<file path="config.mk">
export PLATFORM = sky130hd
export DESIGN_NAME = event_sync_bank_flat
export DESIGN_NICKNAME = d
export VERILOG_FILES = /design/src/rtl/event_sync_bank_if.sv /design/src/rtl/event_sync_bank.sv /design/src/flat_wrapper.sv
export SDC_FILE = /design/constraint.sdc
export NUM_CORES = 1
export LEC_CHECK = 0
export ABC_CLOCK_PERIOD_IN_PS = 1800
export CAP_MARGIN = 20
export CORE_MARGIN = 2
export CORE_UTILIZATION = 44
export CTS_CLUSTER_SIZE = 14
export DETAILED_ROUTE_END_ITERATION = 8
export PLACE_DENSITY = 0.77
export SYNTH_ARGS = -nofsm -noshare
export SYNTH_HDL_FRONTEND = slang
export SYNTH_SLANG_ARGS = --single-unit
export TNS_END_PERCENT = 10
</file>
<file path="constraint.sdc">
create_clock -name clk -period 1.8 [get_ports clk]
set_input_delay 0.36 -clock clk [delete_from_list [all_inputs] [get_ports clk]]
set_output_delay 0.36 -clock clk [all_outputs]
set_load 0.01 [all_outputs]
</file>
<file path="src/rtl/event_sync_bank_if.sv">
// event_sync_bank_if: groups the per-channel event signals of event_sync_bank.
// The master side drives the raw inputs, edge modes and acknowledges. The
// slave side (the synchroniser bank) returns levels, strobes, flags and counters.
interface event_sync_bank_if #(
  parameter int CHANNELS = 4,
  parameter int CNT_W    = 8
);
  logic [CHANNELS-1:0]       async_in;
  logic [2*CHANNELS-1:0]     edge_mode;
  logic [CHANNELS-1:0]       ack;
  logic [CHANNELS-1:0]       level_out;
  logic [CHANNELS-1:0]       pulse_out;
  logic [CHANNELS-1:0]       pending;
  logic [CHANNELS-1:0]       overflow;
  logic [CHANNELS*CNT_W-1:0] event_count;

  modport master (
    output async_in, edge_mode, ack,
    input  level_out, pulse_out, pending, overflow, event_count
  );

  modport slave (
    input  async_in, edge_mode, ack,
    output level_out, pulse_out, pending, overflow, event_count
  );
endinterface

</file>
<file path="src/rtl/event_sync_bank.sv">
// event_sync_bank: brings CHANNELS asynchronous inputs into the clk domain,
// optionally deglitches them, detects edges under per-channel mode control
// and reports each event as a strobe, a pending flag, a sticky overflow flag
// and a saturating counter.
// Optional feature macro: EVENT_SYNC_FILTER_EN builds the per-channel glitch
// filter; without it level_out is the last sync stage registered once.
module event_sync_bank #(
  parameter int CHANNELS      = 4,
  parameter int SYNC_STAGES   = 2,
  parameter int FILTER_CYCLES = 4,
  parameter int CNT_W         = 8
) (
  input  logic             clk,
  input  logic             reset,
  event_sync_bank_if.slave bus
);

  logic [SYNC_STAGES-1:0] sync_q [CHANNELS];
  logic [CHANNELS-1:0]    sync_last;
  logic [CHANNELS-1:0]    level_q;
  logic [CHANNELS-1:0]    prev_q;
  logic [CHANNELS-1:0]    rise;
  logic [CHANNELS-1:0]    fall;
  logic [CHANNELS-1:0]    evt;
  logic [CHANNELS-1:0]    pulse_q;
  logic [CHANNELS-1:0]    pend_q;
  logic [CHANNELS-1:0]    ovf_q;
  logic [CNT_W-1:0]       cnt_q [CHANNELS];

  // Shift each raw input through its synchroniser chain, stage 0 first.
  always_ff @(posedge clk or posedge reset) begin
    if (reset) begin
      sync_q <= '{default: '0};
    end else begin
      for (int c = 0; c < CHANNELS; c++) begin
        sync_q[c] <= {sync_q[c][SYNC_STAGES-2:0], bus.async_in[c]};
      end
    end
  end

  // Only the final synchroniser stage is trusted as a clean level.
  always_comb begin
    sync_last = '0;
    for (int c = 0; c < CHANNELS; c++) begin
      sync_last[c] = sync_q[c][SYNC_STAGES-1];
    end
  end

`ifdef EVENT_SYNC_FILTER_EN
  localparam int FC_W = (FILTER_CYCLES > 1) ? $clog2(FILTER_CYCLES) : 1;

  logic [FC_W-1:0] filt_cnt [CHANNELS];

  // Accept a new level only after it has disagreed with level_out for
  // FILTER_CYCLES consecutive cycles; any agreement restarts the count.
  always_ff @(posedge clk or posedge reset) begin
    if (reset) begin
      level_q  <= '0;
      filt_cnt <= '{default: '0};
    end else begin
      for (int c = 0; c < CHANNELS; c++) begin
        if (sync_last[c] == level_q[c]) begin
          filt_cnt[c] <= '0;
        end else if (filt_cnt[c] == FC_W'(FILTER_CYCLES - 1)) begin
          level_q[c]  <= sync_last[c];
          filt_cnt[c] <= '0;
        end else begin
          filt_cnt[c] <= filt_cnt[c] + FC_W'(1);
        end
      end
    end
  end
`else
  // Without the filter the level is the last sync stage plus one register.
  always_ff @(posedge clk or posedge reset) begin
    if (reset) begin
      level_q <= '0;
    end else begin
      level_q <= sync_last;
    end
  end
`endif

  assign rise = level_q & ~prev_q;
  assign fall = ~level_q & prev_q;

  // An edge becomes an event when the live edge_mode bits enable it.
  always_comb begin
    evt = '0;
    for (int c = 0; c < CHANNELS; c++) begin
      evt[c] = (rise[c] & bus.edge_mode[2*c]) | (fall[c] & bus.edge_mode[2*c+1]);
    end
  end

  // Record events: strobe, pending/overflow flags and saturating counter,
  // with a same-cycle event taking precedence over the acknowledge.
  always_ff @(posedge clk or posedge reset) begin
    if (reset) begin
      prev_q  <= '0;
      pulse_q <= '0;
      pend_q  <= '0;
      ovf_q   <= '0;
      cnt_q   <= '{default: '0};
    end else begin
      prev_q  <= level_q;
      pulse_q <= evt;
      for (int c = 0; c < CHANNELS; c++) begin
        if (evt[c] && bus.ack[c]) begin
          pend_q[c] <= 1'b1;
          ovf_q[c]  <= 1'b0;
          cnt_q[c]  <= CNT_W'(1);
        end else if (evt[c]) begin
          pend_q[c] <= 1'b1;
          ovf_q[c]  <= ovf_q[c] | pend_q[c];
          if (cnt_q[c] != {CNT_W{1'b1}}) begin
            cnt_q[c] <= cnt_q[c] + CNT_W'(1);
          end
        end else if (bus.ack[c]) begin
          pend_q[c] <= 1'b0;
          ovf_q[c]  <= 1'b0;
          cnt_q[c]  <= '0;
        end
      end
    end
  end

  assign bus.level_out = level_q;
  assign bus.pulse_out = pulse_q;
  assign bus.pending   = pend_q;
  assign bus.overflow  = ovf_q;

  // Flatten the per-channel counters onto the output bus.
  always_comb begin
    bus.event_count = '0;
    for (int c = 0; c < CHANNELS; c++) begin
      bus.event_count[c*CNT_W +: CNT_W] = cnt_q[c];
    end
  end

endmodule

</file>
<file path="src/flat_wrapper.sv">
// flat-port wrapper written by rule: the top's interface ports become plain ports
module event_sync_bank_flat 
#(
  parameter int CHANNELS      = 4,
  parameter int SYNC_STAGES   = 2,
  parameter int FILTER_CYCLES = 4,
  parameter int CNT_W         = 8
)
  (clk, reset, bus_async_in, bus_edge_mode, bus_ack, bus_level_out, bus_pulse_out, bus_pending, bus_overflow, bus_event_count);
  event_sync_bank_if #(.CHANNELS(CHANNELS), .CNT_W(CNT_W)) bus_i ();
  input  logic clk;
  input  logic reset;
  input wire logic [$bits(bus_i.async_in)-1:0] bus_async_in;
  input wire logic [$bits(bus_i.edge_mode)-1:0] bus_edge_mode;
  input wire logic [$bits(bus_i.ack)-1:0] bus_ack;
  output wire logic [$bits(bus_i.level_out)-1:0] bus_level_out;
  output wire logic [$bits(bus_i.pulse_out)-1:0] bus_pulse_out;
  output wire logic [$bits(bus_i.pending)-1:0] bus_pending;
  output wire logic [$bits(bus_i.overflow)-1:0] bus_overflow;
  output wire logic [$bits(bus_i.event_count)-1:0] bus_event_count;
  assign bus_i.async_in = bus_async_in;
  assign bus_i.edge_mode = bus_edge_mode;
  assign bus_i.ack = bus_ack;
  assign bus_level_out = bus_i.level_out;
  assign bus_pulse_out = bus_i.pulse_out;
  assign bus_pending = bus_i.pending;
  assign bus_overflow = bus_i.overflow;
  assign bus_event_count = bus_i.event_count;
  event_sync_bank #(.CHANNELS(CHANNELS), .SYNC_STAGES(SYNC_STAGES), .FILTER_CYCLES(FILTER_CYCLES), .CNT_W(CNT_W)) u_core (.clk(clk), .reset(reset), .bus(bus_i));
endmodule
</file>
==> results of run 1 <==
-- worst paths after layout --
kind,endpoint,slack [ns],depth (start not counted)
worst min-delay path,u_core.bus.level_out[0]$_DFF_PP0_,0.35,0
worst max register to register,u_core.bus.event_count[25]$_DFFE_PP0P_,0.14,7
min in group asynchronous,u_core.bus.event_count[26]$_DFFE_PP0P_,0.48,3
worst max-delay path,bus_event_count[15],0.09,1
worst min register to register,u_core.bus.level_out[0]$_DFF_PP0_,0.35,0
max in group asynchronous,u_core.bus.event_count[11]$_DFFE_PP0P_,1.06,3
-- layout make-up --
| type | count | area [µm²] |
|---|---|---|
| tap | 72 | 90.1 |
| fill | 448 | 1980 |
| inverter | 7 | 30.0 |
| clock inverter | 2 | 35.0 |
| multi-input combinational | 163 | 992 |
| timing repair buffer | 77 | 753 |
| sequential | 60 | 1500 |
| clock buffer | 12 | 155 |
-- stage by stage --
stage	utilization, %	setup slack [ns]
CTS	64.0	0.0338
global placement	60.5	-0.0896
floorplan	-	0.244
global route	64.2	0.00327
finish	64.2	0.0926
detailed placement	60.5	-0.124
-- cell usage after synthesis (2+ instances only) --
library cell / number / area [µm²]
sky130_fd_sc_hd__a21oi_1: 23 / 115
sky130_fd_sc_hd__nor3_1: 5 / 25.0
sky130_fd_sc_hd__o31ai_1: 4 / 30.0
sky130_fd_sc_hd__and4b_1: 3 / 30.0
sky130_fd_sc_hd__nor2_1: 17 / 63.8
sky130_fd_sc_hd__nand3b_1: 10 / 75.1
sky130_fd_sc_hd__nand2b_1: 2 / 12.5
sky130_fd_sc_hd__nand2_1: 17 / 63.8
sky130_fd_sc_hd__mux2_2: 2 / 22.5
sky130_fd_sc_hd__nand4_1: 5 / 31.3
sky130_fd_sc_hd__buf_2: 3 / 15.0
sky130_fd_sc_hd__inv_1: 6 / 22.5
sky130_fd_sc_hd__o21ai_0: 12 / 60.1
sky130_fd_sc_hd__a211oi_1: 4 / 30.0
sky130_fd_sc_hd__or3_1: 9 / 56.3
sky130_fd_sc_hd__o2bb2ai_1: 3 / 26.3
sky130_fd_sc_hd__o211ai_1: 3 / 22.5
sky130_fd_sc_hd__nand3_1: 15 / 75.1
sky130_fd_sc_hd__ha_1: 4 / 50.1
sky130_fd_sc_hd__dfrtp_1: 60 / 1500
sky130_fd_sc_hd__and4_1: 3 / 26.3
sky130_fd_sc_hd__nor2b_1: 3 / 18.8
sky130_fd_sc_hd__mux2i_1: 3 / 30.0
sky130_fd_sc_hd__clkbuf_1: 4 / 15.0
sky130_fd_sc_hd__a311oi_1: 2 / 17.5
sky130_fd_sc_hd__a31oi_1: 4 / 25.0
sky130_fd_sc_hd__or4_1: 4 / 30.0
-- kinds of logic (layout without fill, tap and decap cells) --
logic type                 Yosys count  in the layout  synth area share, %
adders and majority gates            4              4                 1.96
DFF                                 60             60                 58.9
AOI/OAI and AO/OA                   58             58                 13.7
and+or+nand+nor                     96             96                 20.7
muxes                                5              5                 2.06
buffers and inverters               15             98                 2.65
-- timing repair --
item / 4_1_cts / 5_1_grt
endpoints found under the setup margin: 0 / 3
gates resized for setup: 0 / 3
hold buffers: 0 / 0
-- state kept, by name, summed over array words and instances (netlist names) --
| register | flops |
|---|---|
| u_core.bus.event_count | 32 |
| u_core.bus.level_out | 4 |
| u_core.prev_q | 4 |
| u_core.bus.overflow | 4 |
| u_core.bus.pulse_out | 4 |
| u_core.bus.pending | 4 |
| u_core.sync_q | 4 |
| u_core.sync_last | 4 |
-- power breakdown --
part | leakage [µW] | internal, µW | switching, µW
combinational | 0.000576 | 181 | 155
sequential | 0.000780 | 1410 | 49.0
clock | 0.0000983 | 698 | 477
total | 0.00145 | 2290 | 681
-- cell usage in the layout, fill, tap and decap left out, drive strengths merged, types with 3 or more instances in the layout --
master / n
nand4: 5
or4: 4
and4: 3
a21oi: 23
o211ai: 3
nor2b: 3
or3: 9
and4b: 3
o2bb2ai: 3
a211oi: 4
buf: 12
o21ai: 12
nand3b: 10
inv: 5
nor3: 5
mux2i: 3
nand3: 15
clkbuf: 12
ha: 4
dfrtp: 60
a31oi: 4
o31ai: 4
clkdlybuf4s50: 65
nand2: 17
nor2: 17
-- layer usage --
metal	routed length [µm]	part of all wire, %
met5	0	0
met4	75	1.4
met3	292	5.3
met2	2690	48
met1	2490	45
-- worst reg2reg max path, stage by stage, from the launching register on --
cell	delay (ns)
sky130_fd_sc_hd__dfrtp_1	0.41
sky130_fd_sc_hd__ha_1	0.24
sky130_fd_sc_hd__nand3_1	0.09
sky130_fd_sc_hd__o2bb2ai_1	0.26
sky130_fd_sc_hd__buf_4	0.19
sky130_fd_sc_hd__buf_4	0.13
sky130_fd_sc_hd__mux2i_1	0.17
sky130_fd_sc_hd__nor2_1	0.05
==> metrics, run 1 <==
run status=finished, final reports clean; Global Route met2 Usage=around 30%; startpoint kind of the worst setup timing path=register; share of final-layout standard cells stronger than drive strength 1=roughly 9.7%; final-stage net count=340; mean routed wirelength per cell=between 10 and 15 µm; Mapped Avg Cell Area=10.7 µm²; met1 global-route usage=between 20% and 30%; First-pass DRT Iterations=4; Synth warnings=0; count of flip-flops with a built-in enable after synthesis=0; Crit. Startpoint=u_core.bus.event_count[15]$_DFFE_PP0P_; maximum buffer depth of the clock tree=2; CTS tree=built; Slowest cell on crit path=sky130_fd_sc_hd__clkdlybuf4s50_1; Post-Place Cell Area=between 3000 and 4000 µm²; insertion delay of the later-clocked pin in the worst-skew pair=0.33 ns; Hold Worst Slack=0.345 ns; design area=around 3600 µm²; Post-Synthesis Cell Area=~2500 µm²; setup total negative slack=0 ns; count of buffers added by post-CTS timing repair for setup=0; total number of placement rows=27; GPL Wtd Cong=about 0.79; data required time of the worst path=roughly 1.4 ns; startpoint-to-endpoint class of the critical path=register to primary output; non-filler cells in the finished layout=~400; deepest level of the CTS H-tree=3; HPWL after detailed placement=between 3 and 4 mm; worst path bufs/invs=1; gr ovfl total=0; DIE AREA=around 6400 µm²; number of global-route vias before repair=between 2000 and 2500; leakage power figure=0.00145 µW; critical path's top delay family=buffers and inverters; Cell Chain, Critical Path=clkdlybuf4s50_1; GRT busiest layer=met2; Max Cap Violations=0; maximum resistive drop on vdd=approximately 0.56 mV; number of ports placed on the die boundary=66; met3 track demand over resource in global routing=around 5.4%; critical path capture point type=primary output; setup repair after global routing missed its margin=false; Final Slew Violations=0; root cell of the clock tree=sky130_fd_sc_hd__clkbuf_8; CP max FO=6; antenna-violating nets left=0; Clock Pin Slew Worst Setup and Hold Paths=about 0.060 ns; final routed wirelength across all metal layers=between 5 and 6 mm; Crit Reg-Reg Startpoint=u_core.bus.event_count[24]$_DFFE_PP0P_; initial core utilization=between 40 and 50%; largest net degree at the start of global routing=just over 60; startpoint of the lowest-slack hold path=u_core.sync_last[0]$_DFF_PP0_; mean number of vias per cell=~5.5; core area=5540 µm²; data arrival at the endpoint of the critical path=1.35 ns; share of synthesized flip-flops with an asynchronous set or reset=100%; Syn Nets=260; fin crit share=about 95%; number of antenna violations at the first check in global routing=0; final hold violations=0; vertical die dimension=around 80 µm; instance count of the mapped netlist=approximately 240; Cells after DPL=~380; stage delay of the slowest cell on the critical path=roughly 0.57 ns; Netlist cell types=35; number of inserted diodes=0; post-synthesis to final-layout area growth=39.6%; detailed router's first-iteration violation count=between 50 and 60; transition time of the tightest slew-check pin=between 0.3 and 0.4 ns; sequential element share of the synthesized area=58.9%; TritonCTS Buffers=9; power density cells=835 nW/µm²; global-route wire length before repair=between 9 and 10 mm; die span in x=about 80 µm; buffers added on ports=65; top flip-flop cell by instance count after synthesis=sky130_fd_sc_hd__dfrtp_1; total number of vias=approximately 2200; # setup viols final=0; post-route minimum period=~1.7 ns; All-Layer GR Usage=a little under a fifth; DRC violation count after routing=0; post-route clock skew=around 0.0089 ns; clk sink count=60; number of synthesized register bits=60; maximum clock frequency=586 MHz; normalized max-slew margin=approximately 73%; Tot Pwr=about 3000 µW; class of the worst hold path=register to register
(Power assumes the default switching activity.)
==> run 2: changes to the inputs <==
Settings changed: SLEW_MARGIN set to 20.
==> results of run 2 <==
The final DEF is identical to that of run 1; final timing and power are the same.
==> run 3: changes to the inputs <==
Settings changed: TNS_END_PERCENT 10 to not set.
==> results of run 3 <==
The final DEF is identical to that of run 1; final timing and power are the same.
